File: src/rtl/launch_sequencer_pkg.sv
// Shared types for the launch sequencer: FSM states, phase codes,
// and the registered status flags decoded from a state.
package launch_sequencer_pkg;

  localparam int SEQ_W = 6;

  typedef enum logic [2:0] {
    IDLE   = 3'd0,
    RUN_A  = 3'd1,
    WAIT_A = 3'd2,
    RUN_B  = 3'd3,
    DONE   = 3'd4
  } state_t;

  localparam logic [1:0] PH_IDLE = 2'd0;
  localparam logic [1:0] PH_A    = 2'd1;
  localparam logic [1:0] PH_B    = 2'd2;
  localparam logic [1:0] PH_DONE = 2'd3;

  typedef struct packed {
    logic [1:0] phase;
    logic       running;
    logic       waiting;
  } flags_t;

  function automatic flags_t decode(state_t s);
    flags_t f;
    f = '{PH_IDLE, 1'b0, 1'b0};
    case (s)
      RUN_A:   f = '{PH_A,    1'b1, 1'b0};
      WAIT_A:  f = '{PH_A,    1'b0, 1'b1};
      RUN_B:   f = '{PH_B,    1'b1, 1'b0};
      DONE:    f = '{PH_DONE, 1'b0, 1'b1};
      default: f = '{PH_IDLE, 1'b0, 1'b0};
    endcase
    return f;
  endfunction

endpackage

File: src/rtl/launch_sequencer_if.sv
// Control/status bundle between the front end and the launch sequencer.
// The front end is master; the sequencer is slave.
interface launch_sequencer_if;
  import launch_sequencer_pkg::*;

  logic             btn;
  logic             abort;
  logic             tick;
  logic [SEQ_W-1:0] seq;
  logic [1:0]       phase;
  logic             running;
  logic             waiting;

  modport master (
    output btn, abort, tick,
    input  seq, phase, running, waiting
  );

  modport slave (
    input  btn, abort, tick,
    output seq, phase, running, waiting
  );
endinterface

File: src/rtl/btn_sync_edge.sv
// Button synchroniser plus rising-edge detect; a level already high
// when reset releases must go low before it can produce a rise.
module btn_sync_edge #(
  parameter int SYNC_W = 2
) (
  input  logic clk_in,
  input  logic rst,
  input  logic d_async,
  output logic rise
);

  logic [SYNC_W-1:0] sync;
  logic [SYNC_W-1:0] fill;
  logic              prev;
  logic              armed;

  // fill marks when the last stage holds a real sample, not reset zeros
  always_ff @(posedge clk_in or posedge rst) begin
    if (rst) begin
      sync  <= '0;
      fill  <= '0;
      prev  <= 1'b0;
      armed <= 1'b0;
    end else begin
      sync <= {sync[SYNC_W-2:0], d_async};
      fill <= {fill[SYNC_W-2:0], 1'b1};
      prev <= sync[SYNC_W-1];
      if (fill[SYNC_W-1] && !sync[SYNC_W-1])
        armed <= 1'b1;
    end
  end

  assign rise = armed & sync[SYNC_W-1] & ~prev;

endmodule

File: src/rtl/launch_sequencer.sv
// Two-phase countdown sequencer: RUN_A to END_A, button hold,
// RUN_B to END_B, button hold, then back to IDLE.
module launch_sequencer
  import launch_sequencer_pkg::*;
#(
  parameter logic [SEQ_W-1:0] END_A  = 6'd9,
  parameter logic [SEQ_W-1:0] END_B  = 6'd59,
  parameter int               SYNC_W = 2
) (
  input logic               clk_in,
  input logic               rst,
  launch_sequencer_if.slave bus
);

  if (END_A == '0 || END_A >= END_B) begin : g_bad_ends
    $error("launch_sequencer: need 0 < END_A < END_B");
  end
  if (SYNC_W < 2) begin : g_bad_sync
    $error("launch_sequencer: SYNC_W must be >= 2");
  end

  state_t           state;
  flags_t           flg;
  logic [SEQ_W-1:0] seq;
  logic [SEQ_W-1:0] seq_inc;
  logic             rise;

  btn_sync_edge #(.SYNC_W(SYNC_W)) u_btn (
    .clk_in  (clk_in),
    .rst     (rst),
    .d_async (bus.btn),
    .rise    (rise)
  );

  assign seq_inc = seq + SEQ_W'(1);

  always_ff @(posedge clk_in or posedge rst) begin
    if (rst) begin
      state <= IDLE;
      seq   <= '0;
      flg   <= '0;
    end else if (bus.abort) begin
      state <= IDLE;
      seq   <= '0;
      flg   <= decode(IDLE);
    end else begin
      case (state)
        IDLE: if (rise) begin
          state <= RUN_A;
          seq   <= '0;
          flg   <= decode(RUN_A);
        end
        RUN_A: if (bus.tick) begin
          seq <= seq_inc;
          if (seq_inc == END_A) begin
            state <= WAIT_A;
            flg   <= decode(WAIT_A);
          end
        end
        WAIT_A: if (rise) begin
          state <= RUN_B;
          flg   <= decode(RUN_B);
        end
        RUN_B: if (bus.tick) begin
          seq <= seq_inc;
          if (seq_inc == END_B) begin
            state <= DONE;
            flg   <= decode(DONE);
          end
        end
        DONE: if (rise) begin
          state <= IDLE;
          seq   <= '0;
          flg   <= decode(IDLE);
        end
        default: begin
          state <= IDLE;
          seq   <= '0;
          flg   <= decode(IDLE);
        end
      endcase
    end
  end

  assign bus.seq     = seq;
  assign bus.phase   = flg.phase;
  assign bus.running = flg.running;
  assign bus.waiting = flg.waiting;

endmodule

File: src/flat_wrapper.sv
// flat-port wrapper written by rule: the top's interface ports become plain ports
module launch_sequencer_flat import launch_sequencer_pkg::*;
#(
  parameter logic [SEQ_W-1:0] END_A  = 6'd9,
  parameter logic [SEQ_W-1:0] END_B  = 6'd59,
  parameter int               SYNC_W = 2
)
  (clk_in, rst, bus_btn, bus_abort, bus_tick, bus_seq, bus_phase, bus_running, bus_waiting);
  launch_sequencer_if bus_i ();
  input logic clk_in;
  input logic rst;
  input wire logic [$bits(bus_i.btn)-1:0] bus_btn;
  input wire logic [$bits(bus_i.abort)-1:0] bus_abort;
  input wire logic [$bits(bus_i.tick)-1:0] bus_tick;
  output wire logic [$bits(bus_i.seq)-1:0] bus_seq;
  output wire logic [$bits(bus_i.phase)-1:0] bus_phase;
  output wire logic [$bits(bus_i.running)-1:0] bus_running;
  output wire logic [$bits(bus_i.waiting)-1:0] bus_waiting;
  assign bus_i.btn = bus_btn;
  assign bus_i.abort = bus_abort;
  assign bus_i.tick = bus_tick;
  assign bus_seq = bus_i.seq;
  assign bus_phase = bus_i.phase;
  assign bus_running = bus_i.running;
  assign bus_waiting = bus_i.waiting;
  launch_sequencer #(.END_A(END_A), .END_B(END_B), .SYNC_W(SYNC_W)) u_core (.clk_in(clk_in), .rst(rst), .bus(bus_i));
endmodule
File: config.mk
export PLATFORM = sky130hd
export DESIGN_NAME = launch_sequencer_flat
export DESIGN_NICKNAME = d
export VERILOG_FILES = /design/src/rtl/launch_sequencer_pkg.sv /design/src/rtl/launch_sequencer_if.sv /design/src/rtl/btn_sync_edge.sv /design/src/rtl/launch_sequencer.sv /design/src/flat_wrapper.sv
export SDC_FILE = /design/constraint.sdc
export NUM_CORES = 1
export LEC_CHECK = 0
export CORE_ASPECT_RATIO = 1.2
export CORE_MARGIN = 2
export CORE_UTILIZATION = 56
export DETAILED_ROUTE_END_ITERATION = 10
export PLACE_DENSITY = 0.81
export SLEW_MARGIN = 20
export SYNTH_ARGS = -nofsm -noshare
export SYNTH_HDL_FRONTEND = slang
export SYNTH_HIERARCHICAL = 1
export SYNTH_SLANG_ARGS = --single-unit
File: constraint.sdc
create_clock -name clk_in -period 3.45 [get_ports clk_in]
set_input_delay 0.69 -clock clk_in [delete_from_list [all_inputs] [get_ports clk_in]]
set_output_delay 0.69 -clock clk_in [all_outputs]
set_load 0.05 [all_outputs]
==> results of run 1 <==
-- power groups by stage --
stage | Clock [mW] | Combinational, mW | Sequential [mW]
6_report | 0.126 | 0.0780 | 0.231
5_1_grt | 0.142 | 0.0850 | 0.234
4_1_cts | 0.135 | 0.0782 | 0.231
3_5_place_dp | 0 | 0.0778 | 0.235
3_3_place_gp | 0 | 0.0770 | 0.235
2_1_floorplan | 0 | 0.0400 | 0.248
-- registers in the layout (all words and copies together) (netlist names) --
signal and flops:
u_core/u_btn/fill 2, u_core/u_btn/armed 1, u_core/state 3, u_core/bus.phase 2, u_core/bus.seq 6, u_core/u_btn/prev 1, u_core/u_btn/sync 2, u_core/bus.waiting 1
-- area by class of cell --
type	count	area, um2
inverter	8	30.0
sequential	18	450
timing repair buffer	14	140
clock buffer	4	36.3
fill	152	589
multi-input combinational	81	538
tap	19	23.8
-- kinds of logic (layout without fill, tap and decap cells) --
kind of cell | count (synthesis) | after routing | synth area share [%]
other | 1 | 1 | 0.358
adder cells (fa/ha/maj) | 3 | 3 | 3.58
AND/OR/NAND/NOR | 39 | 39 | 21.5
AO/OA/AOI/OAI | 37 | 37 | 25.0
multiplexers | 1 | 1 | 0.956
flip-flops | 18 | 18 | 43.0
buffers and inverters | 14 | 26 | 5.61
-- stage by stage --
| step | std cells | worst slack (ps) |
|---|---|---|
| 2_1_floorplan | 113 | 1140 |
| 6_report | 144 | 983 |
| 3_3_place_gp | 140 | 955 |
| 5_1_grt | 144 | 875 |
| 4_1_cts | 144 | 960 |
| 3_5_place_dp | 140 | 876 |
-- worst min-delay path by stage --
stage                              start              endpoint
floorplan           u_core/u_btn/fill[0]  u_core/u_btn/fill[1]
global placement    u_core/u_btn/fill[0]  u_core/u_btn/fill[1]
detailed placement  u_core/u_btn/sync[0]  u_core/u_btn/sync[1]
CTS                 u_core/u_btn/sync[0]  u_core/u_btn/sync[1]
global route        u_core/u_btn/sync[0]  u_core/u_btn/sync[1]
finish              u_core/u_btn/fill[0]  u_core/u_btn/fill[1]
-- placed cells by master, fill, tap and decap left out, types with 2 or more instances in the layout --
cell type	instances
nand3_1	4
nor2b_1	2
dfrtp_1	18
and3_1	2
a22o_1	2
inv_1	8
o21ai_0	9
nor3b_2	2
a21bo_2	2
nand2b_1	2
nor2_1	5
clkbuf_4	3
nand2_1	10
clkdlybuf4s50_1	14
ha_1	3
a21oi_1	8
o211ai_1	2
-- routing by layer --
layer	share of wire (%)	wire length (um)	up-vias	track usage, %
met5	0	0	-	0
li1	-	-	432	-
met2	51	1090	28	38.3
met4	0.66	14	0	10.1
met3	4.2	90	4	2.83
met1	44	937	446	27.7
==> impl_metrics.csv, run 1 <==
group,metric,value,unit
run_status,status,"finished, final reports clean",
clocking,cts_made_buffers,3,
timing,tightest_slew,502,ps
yosys,synthArstFlopShare,100,%
power_and_ir_drop,ir_drop,0.299,mV
yosys,netlist.area_leader.share,43.0,%
clocking,ctsLongestPathBuffers,2,
power_and_ir_drop,power,0.436,mW
hold_path,hold_class,"reg2reg",
power_and_ir_drop,power_density,357,nW/um2
drt,dr_total_vias,910,
floorplanning,die_area,2230,um2
critical_path,worstPathRequired,2760,ps
yosys,synth_area,1050,um2
yosys,syn_inst,113,
yosys,yosys_most_used_dff,"dfrtp_1",
clocking,htree_levels,1,
critical_path,crit_fanout,14,
global_routing,grt_pass1_vias,878,
power_and_ir_drop,p_leak,0.491,nW
yosys,netlist_top_cells_area,"dfrtp_1, o21ai_0, a21oi_1",
critical_path,crit_path_max_incr_delay,890,ps
finish,finalCoreUtilization,67.4,%
critical_path,r2r_slack,1270,ps
yosys,avgSynthCellArea,9.27,um2
finish,final_area,1220,um2
yosys,seq_area_frac_synth,43.0,%
critical_path,critical-path-top-delay-family,"buffers and inverters",
power_and_ir_drop,power_frac_comb,17.9,%
critical_path,reg2reg_depth,6,
critical_path,crit_path_start,"u_core/state[0]",
timing,final.setup_skew,3.00,ps
global_routing,grt_overflow_total,0,
place,hpwl,1.57,mm
floorplanning,start_util,57.9,%
global_routing,grt_use_total,22.4,%
clocking,cts-resized-gates,0,
drt,drcViolationCount,0,
global_routing,grt_first_pass_wirelength,3.77,mm
clocking,clk_latency,290,ps
timing,finalSetupTns,0,ps
critical_path,crit_buf_inv,1,
yosys,yosysMostFrequentCell,"dfrtp_1",
yosys,synth_fp_nets,121,
yosys,synthDistinctLibCells,45,
clocking,clock_sinks,18,
yosys,yosys_warnings,6,
power_and_ir_drop,pwr-share-clk,29.0,%
floorplanning,fp.dieW,43.5,um
critical_path,r2r-end,"u_core/bus.phase[1]",
floorplanning,die_h,51.4,um
clocking,clkTransAtPathRegs,100,ps
critical_path,cp_num_cells,1,
clocking,tritoncts,"built",
clocking,root_buffer,"clkbuf_4",
place,io_buffers,14,
yosys,synthTopCellsByCount,"dfrtp_1, nand2_1, o21ai_0",
critical_path,start_kind,"register",
yosys,synth_edf_count,0,
timing,relSlewSlack,66.4,%
floorplanning,ios,15,
timing,fmax,405,MHz
power_and_ir_drop,power_switching,0.122,mW
finish,syn_to_final_growth,16.4,%
floorplanning,coreArea,1810,um2
clocking,postCtsHoldBufs,0,
power_and_ir_drop,seqPwrFrac,53.1,%
drt,drt-total-wl,2.14,mm
finish,diodes,0,
critical_path,arrival,1780,ps
power_and_ir_drop,switching_share,28.1,%
place,place_area,1180,um2
place,gp_congestion,0.850,
critical_path,path_cells,"clkdlybuf4s50_1",
drt,wl_per_cell,14.8,um
drt,postRouteAntennaNets,0,
timing,hold_violations,0,
power_and_ir_drop,internal_power,0.313,mW
finish,nets,134,
critical_path,path_class,"reg2out",
flow_run,drv_cap,0,
global_routing,antenna_found_initial,0,
critical_path,end_kind,"output pin",
timing,setup_viol,0,
yosys,synth-seq-cells,18,
drt,routed_via_density,6.32,
hold_path,holdPathStages,0,
timing,whs,362,ps
timing,slew_viol_final,0,
critical_path,cp_slowest_cell,"clkdlybuf4s50_1",
timing,period_share,71.5,%
critical_path,crit_path_end,"bus_running",
floorplanning,rows,17,
timing,rsz0062_at_grt,"false",
critical_path,r2r_start,"u_core/bus.seq[1]",
global_routing,grt_start_max_net_pins,15,
clocking,post-cts-setup-buffers,0,
finish,drive_gt1_share,9.60,%
timing,min_period,2470,ps
drt,drt_first_iter_violations,18,
drt,first_pass_iters,4,
yosys,synth_area_leader_cell,"dfrtp_1",
Note: power is estimated with default switching activity, not from simulation.
==> inputs of run 2 (changes only) <==
--- a/config.mk
+++ b/config.mk
@@ -7,9 +7,9 @@
 export LEC_CHECK = 0
 export CORE_ASPECT_RATIO = 1.2
 export CORE_MARGIN = 2
-export CORE_UTILIZATION = 56
+export CORE_UTILIZATION = 52
 export DETAILED_ROUTE_END_ITERATION = 10
-export PLACE_DENSITY = 0.81
+export PLACE_DENSITY = 0.76
 export SLEW_MARGIN = 20
 export SYNTH_ARGS = -nofsm -noshare
 export SYNTH_HDL_FRONTEND = slang
==> constraint.sdc (replaced) <==
create_clock -name clk_in -period 2.46 [get_ports clk_in]
set_input_delay 0.492 -clock clk_in [delete_from_list [all_inputs] [get_ports clk_in]]
set_output_delay 0.492 -clock clk_in [all_outputs]
set_load 0.05 [all_outputs]
==> run 2 against run 1 <==
Net effect: design area rose by 3.1%; largest power group unchanged; register-to-register slack worse by 800 ps; global-route usage is 1.6 points lower; largest cell class unchanged; highest routed layer unchanged.
==> impl_metrics.csv, run 2 (synthesized netlist as in run 1, its figures left out) <==
group,metric,value,unit
finish,largest_register,"u_core/bus.seq",
power_and_ir_drop,power,0.620,mW
clocking,root_buffer,"clkbuf_4",
critical_path,end_kind,"output pin",
finish,largest_reg_flops,6,
power_and_ir_drop,ir_drop,0.384,mV
floorplanning,fp.dieW,45.0,um
finish,nets,139,
critical_path,crit_path_start,"u_core/bus.seq[2]",
finish,layout_common_cells,"dfrtp_1, clkdlybuf4s50_1, nand2_1",
drt,routed_via_density,6.13,
clocking,clock_sinks,18,
critical_path,path_class,"reg2out",
finish,drive_gt1_share,13.1,%
place,io_buffers,14,
drt,dr_total_vias,913,
timing,period_share,89.5,%
run_status,status,"finished, final reports clean",
clocking,clk_latency,290,ps
timing,setup_viol,0,
critical_path,crit_buf_inv,1,
finish,syn_to_final_growth,20.0,%
critical_path,critical-path-top-delay-family,"buffers and inverters",
global_routing,grt_overflow_total,0,
power_and_ir_drop,p_leak,0.516,nW
drt,first_pass_iters,4,
drt,wl_met3,91,um
global_routing,grt_pass1_vias,817,
critical_path,r2r_start,"u_core/bus.seq[0]",
clocking,htree_levels,1,
global_routing,grt_use_total,20.8,%
timing,min_period,2200,ps
critical_path,crit_path_max_incr_delay,870,ps
place,hpwl,1.62,mm
critical_path,cp_slowest_cell,"clkdlybuf4s50_1",
drt,top_layer_used,"met4",
place,gp_congestion,0.877,
clocking,ctsLongestPathBuffers,2,
drt,drt_first_iter_violations,30,
critical_path,r2r_slack,470,ps
floorplanning,die_h,53.2,um
clocking,postCtsHoldBufs,0,
drt,met1_length,983,um
floorplanning,die_area,2390,um2
drt,routed-wl-met2,1.09,mm
clocking,post-cts-setup-buffers,0,
floorplanning,start_util,55.9,%
global_routing,antenna_found_initial,0,
timing,fmax,454,MHz
drt,drt-total-wl,2.18,mm
critical_path,arrival,1710,ps
finish,diodes,0,
clocking,clkTransAtPathRegs,100,ps
timing,hold_violations,0,
finish,n_fill_cell,146,
drt,wl_per_cell,14.7,um
timing,final.setup_skew,2.44,ps
critical_path,path_cells,"clkdlybuf4s50_1",
finish,final_common_cell,"dfrtp_1",
global_routing,grt_first_pass_wirelength,3.62,mm
floorplanning,rows,17,
clocking,cts-resized-gates,0,
clocking,cts_made_buffers,3,
power_and_ir_drop,power_density,494,nW/um2
floorplanning,coreArea,1870,um2
timing,slew_viol_final,0,
drt,drcViolationCount,0,
critical_path,start_kind,"register",
clocking,tritoncts,"built",
floorplanning,ios,15,
critical_path,crit_fanout,12,
timing,finalSetupTns,0,ps
global_routing,grt_start_max_net_pins,13,
finish,finalCoreUtilization,67.1,%
critical_path,worstPathRequired,1970,ps
flow_run,drv_cap,0,
drt,postRouteAntennaNets,0,
finish,top_regs,"u_core/bus.seq x6, u_core/state x3",
timing,rsz0062_at_grt,"false",
hold_path,min_from,"u_core/u_btn/fill[0]",
hold_path,hold_class,"reg2reg",
[run 2: per-stage QoR]
stage          instances  worst slack, ps  hold WS (ps)  area, um2
2_1_floorplan        113              147           283       1050
4_1_cts              149              257           369       1260
6_report             149              258           367       1260
3_5_place_dp         145              152           344       1220
5_1_grt              149              178           374       1260
3_3_place_gp         145              190           332       1220
[run 2: path summary, 6_finish.rpt]
kind	depth (start not counted)	to
worst max-delay path	1	bus_seq[2]
worst min-delay path	0	u_core/u_btn/fill[1]
worst max register to register	9	u_core/state[1]
worst min register to register	0	u_core/u_btn/fill[1]
max in group asynchronous	2	u_core/bus.phase[0]
min in group asynchronous	2	u_core/u_btn/sync[1]
[run 2: power by group]
part           leakage [nW]  switching (mW)  internal (mW)
Combinational         0.265          0.0796         0.0482
Sequential            0.230         0.00767          0.307
Clock                0.0210          0.0875         0.0901
Total                 0.516           0.175          0.446
[run 2: routing by layer]
| metal | up-vias | track usage [%] |
|---|---|---|
| met5 | - | 0 |
| li1 | 439 | - |
| met1 | 447 | 27.3 |
| met2 | 25 | 34.3 |
| met3 | 2 | 2.05 |
| met4 | 0 | 8.82 |
[run 2: cell type report]
cell class                      instances  area, um2  area share [%]
Multi-Input combinational cell         81        538            42.8
Tap cell                               19       23.8            1.89
Inverter                                8       30.0            2.39
Timing Repair Buffer                   19        178            14.1
Sequential cell                        18        450            35.9
Clock buffer                            4       36.3            2.89
[run 2: worst reg2reg max path: stages, from the launching register on]
cell      delay [ps]
dfrtp_1          390
buf_4            170
inv_1             80
ha_1             180
nand2b_1          90
o311ai_1         260
or3_1            180
buf_4            140
o311ai_0         140
a22o_1           260
